[src/rtl/scan_ctrl.sv]
// Bit-scan control FSM for the 8-bit y / 3-bit s datapath.
// Outputs are registered and decoded from the next state, so they depend on the current state only.
module scan_ctrl #(
    parameter logic [1:0] STEP     = 2'd1,
    parameter logic [3:0] MAX_ITER = 4'd8
) (
    input  logic       clk,
    input  logic       rst,
    input  logic       start,
    input  logic [1:0] mode,
    input  logic       b,
    input  logic       flag,
    output logic [1:0] y_select_next,
    output logic [1:0] s_step,
    output logic       y_en,
    output logic       s_en,
    output logic       y_store_x,
    output logic       s_add,
    output logic       s_zero,
    output logic       busy,
    output logic       done,
    output logic       timeout
);

    typedef enum logic [2:0] {
        S_IDLE,
        S_LOAD,
        S_TEST,
        S_ADD,
        S_STEP,
        S_DONE
    } state_t;

    state_t     r_state;
    state_t     w_next;
    logic [3:0] r_cnt;
    logic [1:0] r_mode;
    logic [3:0] w_cnt_inc;
    logic       w_wdog;

    assign w_cnt_inc = r_cnt + 4'd1;
    assign w_wdog    = (w_cnt_inc == MAX_ITER);

    always_comb begin
        w_next = r_state;
        unique case (r_state)
            S_IDLE:  if (start) w_next = S_LOAD;
            S_LOAD:  w_next = S_TEST;
            S_TEST:  w_next = b ? S_ADD : S_STEP;
            S_ADD:   w_next = S_STEP;
            S_STEP:  w_next = (flag || w_wdog) ? S_DONE : S_TEST;
            S_DONE:  w_next = S_IDLE;
            default: w_next = S_IDLE;
        endcase
    end

    always_ff @(posedge clk) begin
        if (!rst) begin
            r_state       <= S_IDLE;
            r_cnt         <= 4'd0;
            r_mode        <= 2'd0;
            timeout       <= 1'b0;
            y_select_next <= 2'd0;
            s_step        <= 2'd0;
            y_en          <= 1'b0;
            s_en          <= 1'b0;
            y_store_x     <= 1'b0;
            s_add         <= 1'b0;
            s_zero        <= 1'b0;
            busy          <= 1'b0;
            done          <= 1'b0;
        end else begin
            r_state <= w_next;

            if (r_state == S_LOAD) begin
                r_mode  <= mode;
                r_cnt   <= 4'd0;
                timeout <= 1'b0;
            end

            // Watchdog only fires when the flag did not end the scan first.
            if (r_state == S_STEP) begin
                if (r_cnt != 4'hF)
                    r_cnt <= w_cnt_inc;
                if (!flag && w_wdog)
                    timeout <= 1'b1;
            end

            y_select_next <= 2'd0;
            s_step        <= 2'd0;
            y_en          <= 1'b0;
            s_en          <= 1'b0;
            y_store_x     <= 1'b0;
            s_add         <= 1'b0;
            s_zero        <= 1'b0;
            busy          <= (w_next != S_IDLE);
            done          <= 1'b0;

            unique case (w_next)
                S_LOAD: begin
                    y_store_x <= 1'b1;
                    y_en      <= 1'b1;
                    s_en      <= 1'b1;
                    s_zero    <= 1'b1;
                    s_add     <= 1'b1;
                end
                S_ADD: begin
                    y_en          <= 1'b1;
                    y_select_next <= r_mode[0] ? 2'd3 : 2'd2;
                end
                S_STEP: begin
                    s_en   <= 1'b1;
                    s_step <= STEP;
                    s_add  <= ~r_mode[1];
                end
                S_DONE: done <= 1'b1;
                default: ;
            endcase
        end
    end

endmodule

[config.mk]
export PLATFORM = sky130hd
export DESIGN_NAME = scan_ctrl
export DESIGN_NICKNAME = d
export VERILOG_FILES = /design/src/rtl/scan_ctrl.sv
export SDC_FILE = /design/constraint.sdc
export NUM_CORES = 1
export LEC_CHECK = 0
export ABC_AREA = 1
export CAP_MARGIN = 30
export CELL_PAD_IN_SITES_DETAIL_PLACEMENT = 1
export CELL_PAD_IN_SITES_GLOBAL_PLACEMENT = 1
export CORE_UTILIZATION = 34
export CTS_CLUSTER_SIZE = 12
export DETAILED_ROUTE_END_ITERATION = 16
export PLACE_DENSITY = 0.73
export SLEW_MARGIN = 10
export SYNTH_ARGS = -nofsm -noshare
export SYNTH_HDL_FRONTEND = slang
export SYNTH_SLANG_ARGS = --single-unit
[constraint.sdc]
create_clock -name clk -period 1.3 [get_ports clk]
set_input_delay 0.26 -clock clk [delete_from_list [all_inputs] [get_ports clk]]
set_output_delay 0.26 -clock clk [all_outputs]
set_load 0.005 [all_outputs]
---- Yosys cells after proc, flatten, opt, wreduce, memory -nomap -nowiden ----
Cells that the tools add are included.
cells by class
  mux-type cells .......................... 17
  reductions and logical operators ........ 8
  equal/unequal tests ..................... 10
  add/subtract/negate cells ............... 1
  bitwise operators ....................... 1
operator list
  kind                                                                    number
  3-bit case mux with 5 select lines                                      1
  4-bit two-way mux                                                       3
  3-bit by 2-bit equality test with 1-bit output (second input constant)  3
  3-bit equality test (second input constant)                             3
  1-bit two-way mux                                                       9
  3-bit two-way mux                                                       3
  3-bit by 1-bit equality test with 1-bit output (second input constant)  2
  4-bit by 1-bit adder with 4-bit output (second input constant)          1
  4-bit equality test (second input constant)                             1
  4-bit != test (second input constant)                                   1
  2-bit OR reduction                                                      2
  3-bit zero test                                                         1
  3-bit nonzero test                                                      1
  1-bit case mux with 2 select lines                                      1
  2-bit AND reduction                                                     1
  1-bit logical AND                                                       1
  1-bit zero test                                                         1
  1-bit logical OR                                                        1
  1-bit inverter                                                          1
storage, ports and cells
  output and inout bits ................... 12
  bits in registers ....................... 20
  logic and storage cells ................. 49
  input bits .............................. 7

---- Logic depth before layout (Yosys ltp) ----
Gate-level depths: netlist (run 1).
  word-level depth ........................ 8
  mapped depth ............................ 9
  depth with buffers taken out ............ 9

---- Worst setup path after synthesis (run 1) ----
No wires, ideal clock.
  path type ............................... register to register
  from .................................... register r_cnt[0]
  to ...................................... register busy
  path slack .............................. 88 ps
  data required time ...................... 1,183 ps
  path buffers ............................ 0
  period minus slack after synthesis ...... 1,212 ps
  setup time .............................. 117 ps
  arrival ................................. 1,095 ps
  stages on the path, launching flop included .. 10
  cell sequence ........................... dfxtp_1 ha_1 nand2_2 clkinv_1 nand3_2 nand2_2 nand2_4 nand2_2 nand2_2 nand3_2
between the ends
  word-level cells in the longest chain between the ends .. 6
ends and longest elaborated chain
  element                                 line  RTL
  from (decl)                             36    logic [3:0] r_cnt;
  from (signal assigned)                  84    r_cnt <= w_cnt_inc;
  4-bit by 1-bit adder with 4-bit output  41    assign w_cnt_inc = r_cnt + 4'd1;
  4-bit equality test                     42    assign w_wdog = (w_cnt_inc == MAX_ITER);
  1-bit logical OR                        51    S_STEP: w_next = (flag || w_wdog) ? S_DONE : S_TEST;
  3-bit two-way mux                       51
  3-bit case mux with 5 select lines      46    unique case (r_state)
  3-bit nonzero test                      96    busy <= (w_next != S_IDLE);
  to (signal assigned)                    96
  to (decl)                               20    output logic busy,
Every way passes these cells.
A chain may end at the register's enable or synchronous reset.

---- Final worst setup path (run 1) ----
Same ends and word-level chain as after synthesis.

==> results of run 1 <==
## per-layer routing
metal | up-vias | wire length, um
li1 | 350 | -
met1 | 312 | 721
met2 | 15 | 888
met3 | 4 | 61
met4 | 0 | 29
met5 | - | 0
## power breakdown
group          total [W]  internal, W  switching (W)
clock           0.000302     0.000117       0.000185
sequential      0.000639     0.000622      0.0000172
combinational   0.000201    0.0000990       0.000102
total            0.00114     0.000838       0.000305
## synth_stat cells
cell / n
a211oi_2: 1
a21oi_1: 6
a31oi_1: 1
and2_4: 1
and3_1: 1
buf_4: 3
clkinv_1: 2
clkinv_2: 1
conb_1: 1
dfxtp_1: 19
ha_1: 1
inv_1: 14
inv_2: 2
nand2_1: 8
nand2_2: 8
nand2_4: 1
nand3_1: 3
nand3_2: 4
nand4_1: 1
nor2_1: 8
nor2_2: 2
nor3_1: 2
o21ai_0: 3
o21ai_1: 2
o21ai_4: 1
o22ai_1: 1
## how the worst max path moves through the flow
stage                              from         endpoint  slack (ns)  cells past startpoint
floorplan           r_cnt[0]$_SDFF_PN0_  busy$_SDFF_PN0_        0.09                      9
global placement                  start  busy$_SDFF_PN0_       0.006                      7
detailed placement                start  busy$_SDFF_PN0_       -0.02                      7
CTS                 r_cnt[0]$_SDFF_PN0_  busy$_SDFF_PN0_        0.03                      9
global route        r_cnt[0]$_SDFF_PN0_  busy$_SDFF_PN0_      -0.004                      8
finish              r_cnt[0]$_SDFF_PN0_  busy$_SDFF_PN0_        0.10                      9
## critical path: cells and delay by family (launching register included)
kind	cells	cell delay, ns
and+or+nand+nor	7	0.50
DFF	1	0.34
buffers and inverters	1	0.08
adders and majority gates	1	0.20
## area by class of cell
| type | count | area share (%) |
|---|---|---|
| clock buffers | 3 | 2.09 |
| clock inverters | 1 | 0.697 |
| inverters | 19 | 6.85 |
| multi-input cells | 56 | 31.9 |
| flip-flops and latches | 19 | 35.8 |
| well taps | 28 | 3.25 |
| repair buffers | 24 | 19.4 |
## flip-flops by register name, summed over array words and instances, names as in the netlist, 2 cells and up
name,count
r_state,3
y_select_next,2
r_cnt,4
r_mode,2
## stage by stage
step / cell area, um2 / power [W]
2_1_floorplan: 808 / 0.000768
3_3_place_gp: 1040 / 0.000864
3_5_place_dp: 1040 / 0.000873
4_1_cts: 1060 / 0.00116
5_1_grt: 1080 / 0.00121
6_report: 1080 / 0.00114
## logic make-up (layout without fill, tap and decap cells)
family	Yosys count	in the layout
AOI/OAI and AO/OA	15	15
adders and majority gates	1	1
buffers and inverters	22	47
DFF	19	19
other	1	1
and+or+nand+nor	39	39
## repair_timing
item | 4_1_cts | 5_1_grt
pin swaps | 0 | 0
cloned | 0 | 0
hold endpoints to repair | 0 | 0
hold buffers | 0 | 0
setup endpoints to repair | 12 | 5
gates resized for setup | 14 | 5
==> results.yml, run 1 <==
cells_and_area:
  multiInputGateArea_um2: 344
  regArea_um2: 385
  area_growth_pct: 33.3
  fin_cells: 150
  final_common_cell: "dfxtp_1"
  diodes: 0
  fillerInstances: 291
  final_cell_mix: "dfxtp_1, inv_1, dlygate4sd2_1, nor2_1, nand2_1"
  final_util_pct: 48.2
  drive_gt1_share_pct: 32.0
  final_nets: 131
synth:
  yosysSeqAreaShare_pct: 47.1
  synth_area_per_cell_um2: 8.33
  synth_fa_ha_area_share_pct: 1.55
  yosysWarnings: 0
  syn-cell-area_um2: 808
  synthCells: 97
  synthMuxAreaShare_pct: 0
  synth-xor-area-share_pct: 0
  synth_compound_area_share_pct: 11.9
  synth_top_cell_by_area: "dfxtp_1"
  synth.top_cells.by_area: "dfxtp_1, inv_1, nand2_2, nand3_2, a21oi_1"
  ys_types: 26
  synthesis.nets: 105
  synth_top_family_by_area: "simple AND/OR/NAND/NOR gates"
  netlist.area_leader.share_pct: 47.1
  synth-simple-area-share_pct: 27.2
  ys_ff_latch: 19
critical_path:
  critPathRequiredTime_ns: 1.50
  r2r_end: "busy$_SDFF_PN0_"
  r2r-start: "r_cnt[0]$_SDFF_PN0_"
  ff2ff_setup_slack_ns: 0.10
  worst_setup_path_start_kind: "flop"
  ff2ff_path_depth: 9
  setup.worst_path.end_class: "flop"
  critical_path_class: "reg2reg"
  crit_path_cell_trace: "ha_2 -> nand2_4 -> clkinv_2 -> nand3_2 -> nand2_2 -> nand2_4 -> nand2_2 -> nand2_2 -> nand3_2"
  cpMostUsedCell: "nand2_2"
  critPathSlowestCell: "dfxtp_2"
  crit_fanout: 3
  cpPeakStageDelay_ns: 0.34
  cp.arrival_ns: 1.40
clocking:
  cts_made_buffers: 3
  clk_pin_slew_worst_paths_ns: 0.11
  insertion_delay_ns: 0.30
  cts_root_buf: "clkbuf_4"
  cts_buffer_depth: 2
  postCtsSetupBuffers: 0
  htree_num_levels: 1
  cts_tree: "yes"
  cts_sinks: 19
timing:
  period_share_pct: 92.0
  fin_ws_ns: 0.103
  slew_viol_final: 0
  finalClockSkew_ns: 0.00404
  hold_viol: 0
  whs_ns: 0.453
  final.setup.tns_ns: 0
  fmax_mhz: 836
  setup_viol: 0
  fin_crit_ns: 1.20
min_path:
  min_from: "r_mode[1]$_SDFFE_PN0P_"
  hp-class: "reg2reg"
  worstHoldEndpoint: "r_mode[1]$_SDFFE_PN0P_"
  holdPathStages: 2
floorplan:
  core-area_um2: 2230
  fp.dieH_um: 50.8
  die_x_um: 50.8
  ioPinCount: 19
  start_util_pct: 36.2
  dieArea_um2: 2580
  rows: 17
place:
  placedCellCount: 146
  gp_congestion: 0.709
  pre_cts_slack_ns: -0.0170
  io_buffers: 17
  dp_hpwl_um: 1410
detailed_routing:
  finalWirelength_um: 1700
  drc: 0
  ant_nets: 0
  vias: 681
  drt-initial-drc-count: 4
  avgRoutedWirePerCell_um: 11.3
  firstDrtPassIters: 2
  vias_per_cell: 4.54
power_and_ir_drop:
  power_density_nw_per_um2: 1060
  peakVddDrop_uv: 544
  p_leak_nw: 0.537
global_route:
  met3_usage_pct: 3.94
  grt_most_used_layer: "met2"
  grt_first_pass_wirelength_um: 2990
  antenna_found_initial: 0
  grt_max_degree: 13
  grt_use_met1_pct: 18.0
  grt_remaining_overflow: 0
  met2_usage_pct: 28.7
  grt_usage_pct: 16.2
  grt_pass1_vias: 697
status:
  status: "complete, no violations"
job:
  cap_violations: 0
Power figures use the tool's default switching activity.
==> run 2: changes to the inputs <==
- CORE_ASPECT_RATIO: default -> 0.75
==> run 2 against run 1 <==
Compared with the run above: clock skew decreased by 0.0030 ns; routed wire length rose by 7.6%; final area down 1.0%; global-route usage grew 0.79 points; clock power barely moved; maximum frequency is 1.1% lower; hold slack worse by 0.011 ns; core utilization rose by 2.1 points; sequential power hardly changed; count of clock-buffer cells in the layout up 1; first-iteration DRC count is 100% higher; via count is 0.59% higher; critical path type unchanged; critical endpoint unchanged.
==> results.yml, run 2 (same netlist as run 1, synthesis figures left out) <==
status:
  status: "complete, no violations"
timing:
  slew_viol_final: 0
  period_share_pct: 93.1
  fin_crit_ns: 1.21
  fin_ws_ns: 0.0899
  whs_ns: 0.442
  hold_viol: 0
  setup_viol: 0
  finalClockSkew_ns: 0.00109
  fmax_mhz: 826
  final.setup.tns_ns: 0
floorplan:
  core-area_um2: 2120
  fp.dieH_um: 44.2
  ioPinCount: 19
  dieArea_um2: 2580
  die_x_um: 58.3
  rows: 14
  start_util_pct: 38.1
critical_path:
  cpPeakStageDelay_ns: 0.35
  ff2ff_path_depth: 8
  critPathSlowestCell: "dfxtp_1"
  cp.arrival_ns: 1.41
  crit_path_cell_trace: "ha_2 -> nand2_2 -> inv_4 -> nand3_2 -> nand2_1 -> nand3_1 -> nand2_2 -> nand3_2"
  critical_path_class: "reg2reg"
  worst_setup_path_start_kind: "flop"
  critPathRequiredTime_ns: 1.50
  crit_fanout: 3
  setup.worst_path.end_class: "flop"
detailed_routing:
  vias_per_cell: 4.48
  ant_nets: 0
  drc: 0
  avgRoutedWirePerCell_um: 12.0
  vias: 685
  finalWirelength_um: 1830
  firstDrtPassIters: 3
  drt-initial-drc-count: 8
min_path:
  holdPathStages: 2
  hp-class: "reg2reg"
place:
  pre_cts_slack_ns: -0.0495
  dp_hpwl_um: 1440
  placedCellCount: 149
  gp_congestion: 0.825
  io_buffers: 17
clocking:
  postCtsSetupBuffers: 0
  cts_root_buf: "clkbuf_4"
  cts_sinks: 19
  cts_made_buffers: 3
  cts_buffer_depth: 2
  clk_pin_slew_worst_paths_ns: 0.11
  hold_buffers: 0
  cts_tree: "yes"
  insertion_delay_ns: 0.29
  htree_num_levels: 1
power_and_ir_drop:
  peakVddDrop_uv: 799
  p_total_w: 0.00115
  power_density_nw_per_um2: 1070
  p_leak_nw: 0.518
job:
  cap_violations: 0
cells_and_area:
  final_cell_mix: "dfxtp_1, inv_1, dlygate4sd2_1, nand2_2, nor2_1"
  layout_top_registers: "r_cnt x4, r_state x3"
  fin_cells: 153
  fillerInstances: 265
  drive_gt1_share_pct: 30.6
  area_growth_pct: 31.9
  final_nets: 130
  largest_reg_flops: 4
  largest-register: "r_cnt"
  final_common_cell: "dfxtp_1"
  diodes: 0
global_route:
  grt_pass1_vias: 660
  grt_first_pass_wirelength_um: 3110
  grt_remaining_overflow: 0
  grt_usage_pct: 17.0
  antenna_found_initial: 0
  grt_max_degree: 11
## run 2: changes by cell type in the layout (fill, tap and decap cells not counted)
cell / change
buf_4: -1
clkbuf_1: +1
nand2_2: +2
a21oi_2: -1
clkinvlp_4: -1
a21oi_1: +1
inv_4: +1
clkinv_2: -1
nand2_1: -1
nand2_4: -1
## run 2: path summary, 6_finish.rpt
path                                             start                           to  slack, ns
worst min register to register  r_mode[0]$_SDFFE_PN0P_  y_select_next[0]$_SDFF_PN0_       0.44
worst max register to register     r_cnt[1]$_SDFF_PN0_              busy$_SDFF_PN0_       0.09
worst min-delay path            r_mode[0]$_SDFFE_PN0P_  y_select_next[0]$_SDFF_PN0_       0.44
worst max-delay path               r_cnt[1]$_SDFF_PN0_              busy$_SDFF_PN0_       0.09
## run 2: power breakdown
group          switching, W  total [W]  internal (W)
registers         0.0000163   0.000638      0.000622
logic              0.000108   0.000205     0.0000973
clock network      0.000183   0.000302      0.000119
## run 2: repair_timing
action | in CTS | in global routing
gates resized for setup | 15 | 4
pin swaps | 0 | 0
setup endpoints to repair | 12 | 3
hold endpoints to repair | 0 | 0
gates cloned | 0 | 0
## run 2: final cells by class
type                            count  area [um2]  share of cell area [%]
Timing Repair Buffer               23         201                    18.9
Inverter                           19        75.1                    7.04
Multi-Input combinational cell     56         338                    31.7
Tap cell                           32        40.0                    3.76
Sequential cell                    19         385                    36.2
Clock buffer                        4        26.3                    2.46
## run 2: per-layer routing
layer  vias to the layer above  global-route usage (%)  routed length [um]  share of wire (%)
li1                        346                       -                   -                  -
met1                       322                    22.7                 904                 49
met2                        15                    26.2                 828                 45
met3                         2                    6.14                  85                4.6
met4                         0                    4.29                  11               0.60
met5                         -                       0                   0                  0
## run 2: critical path: cells and delay by family (launching register included)
kind	cells	cell delay [ns]
flip-flops	1	0.35
adder cells (fa/ha/maj)	1	0.19
AND/OR/NAND/NOR	6	0.50
buffers and inverters	1	0.08
## run 2: through the flow
step / utilization [%] / instance area (um2)
after floorplan: - / 808
after global placement: 49.1 / 1040
after detailed placement: 49.1 / 1040
after CTS: 49.9 / 1060
after global routing: 50.3 / 1070
final: 50.3 / 1070
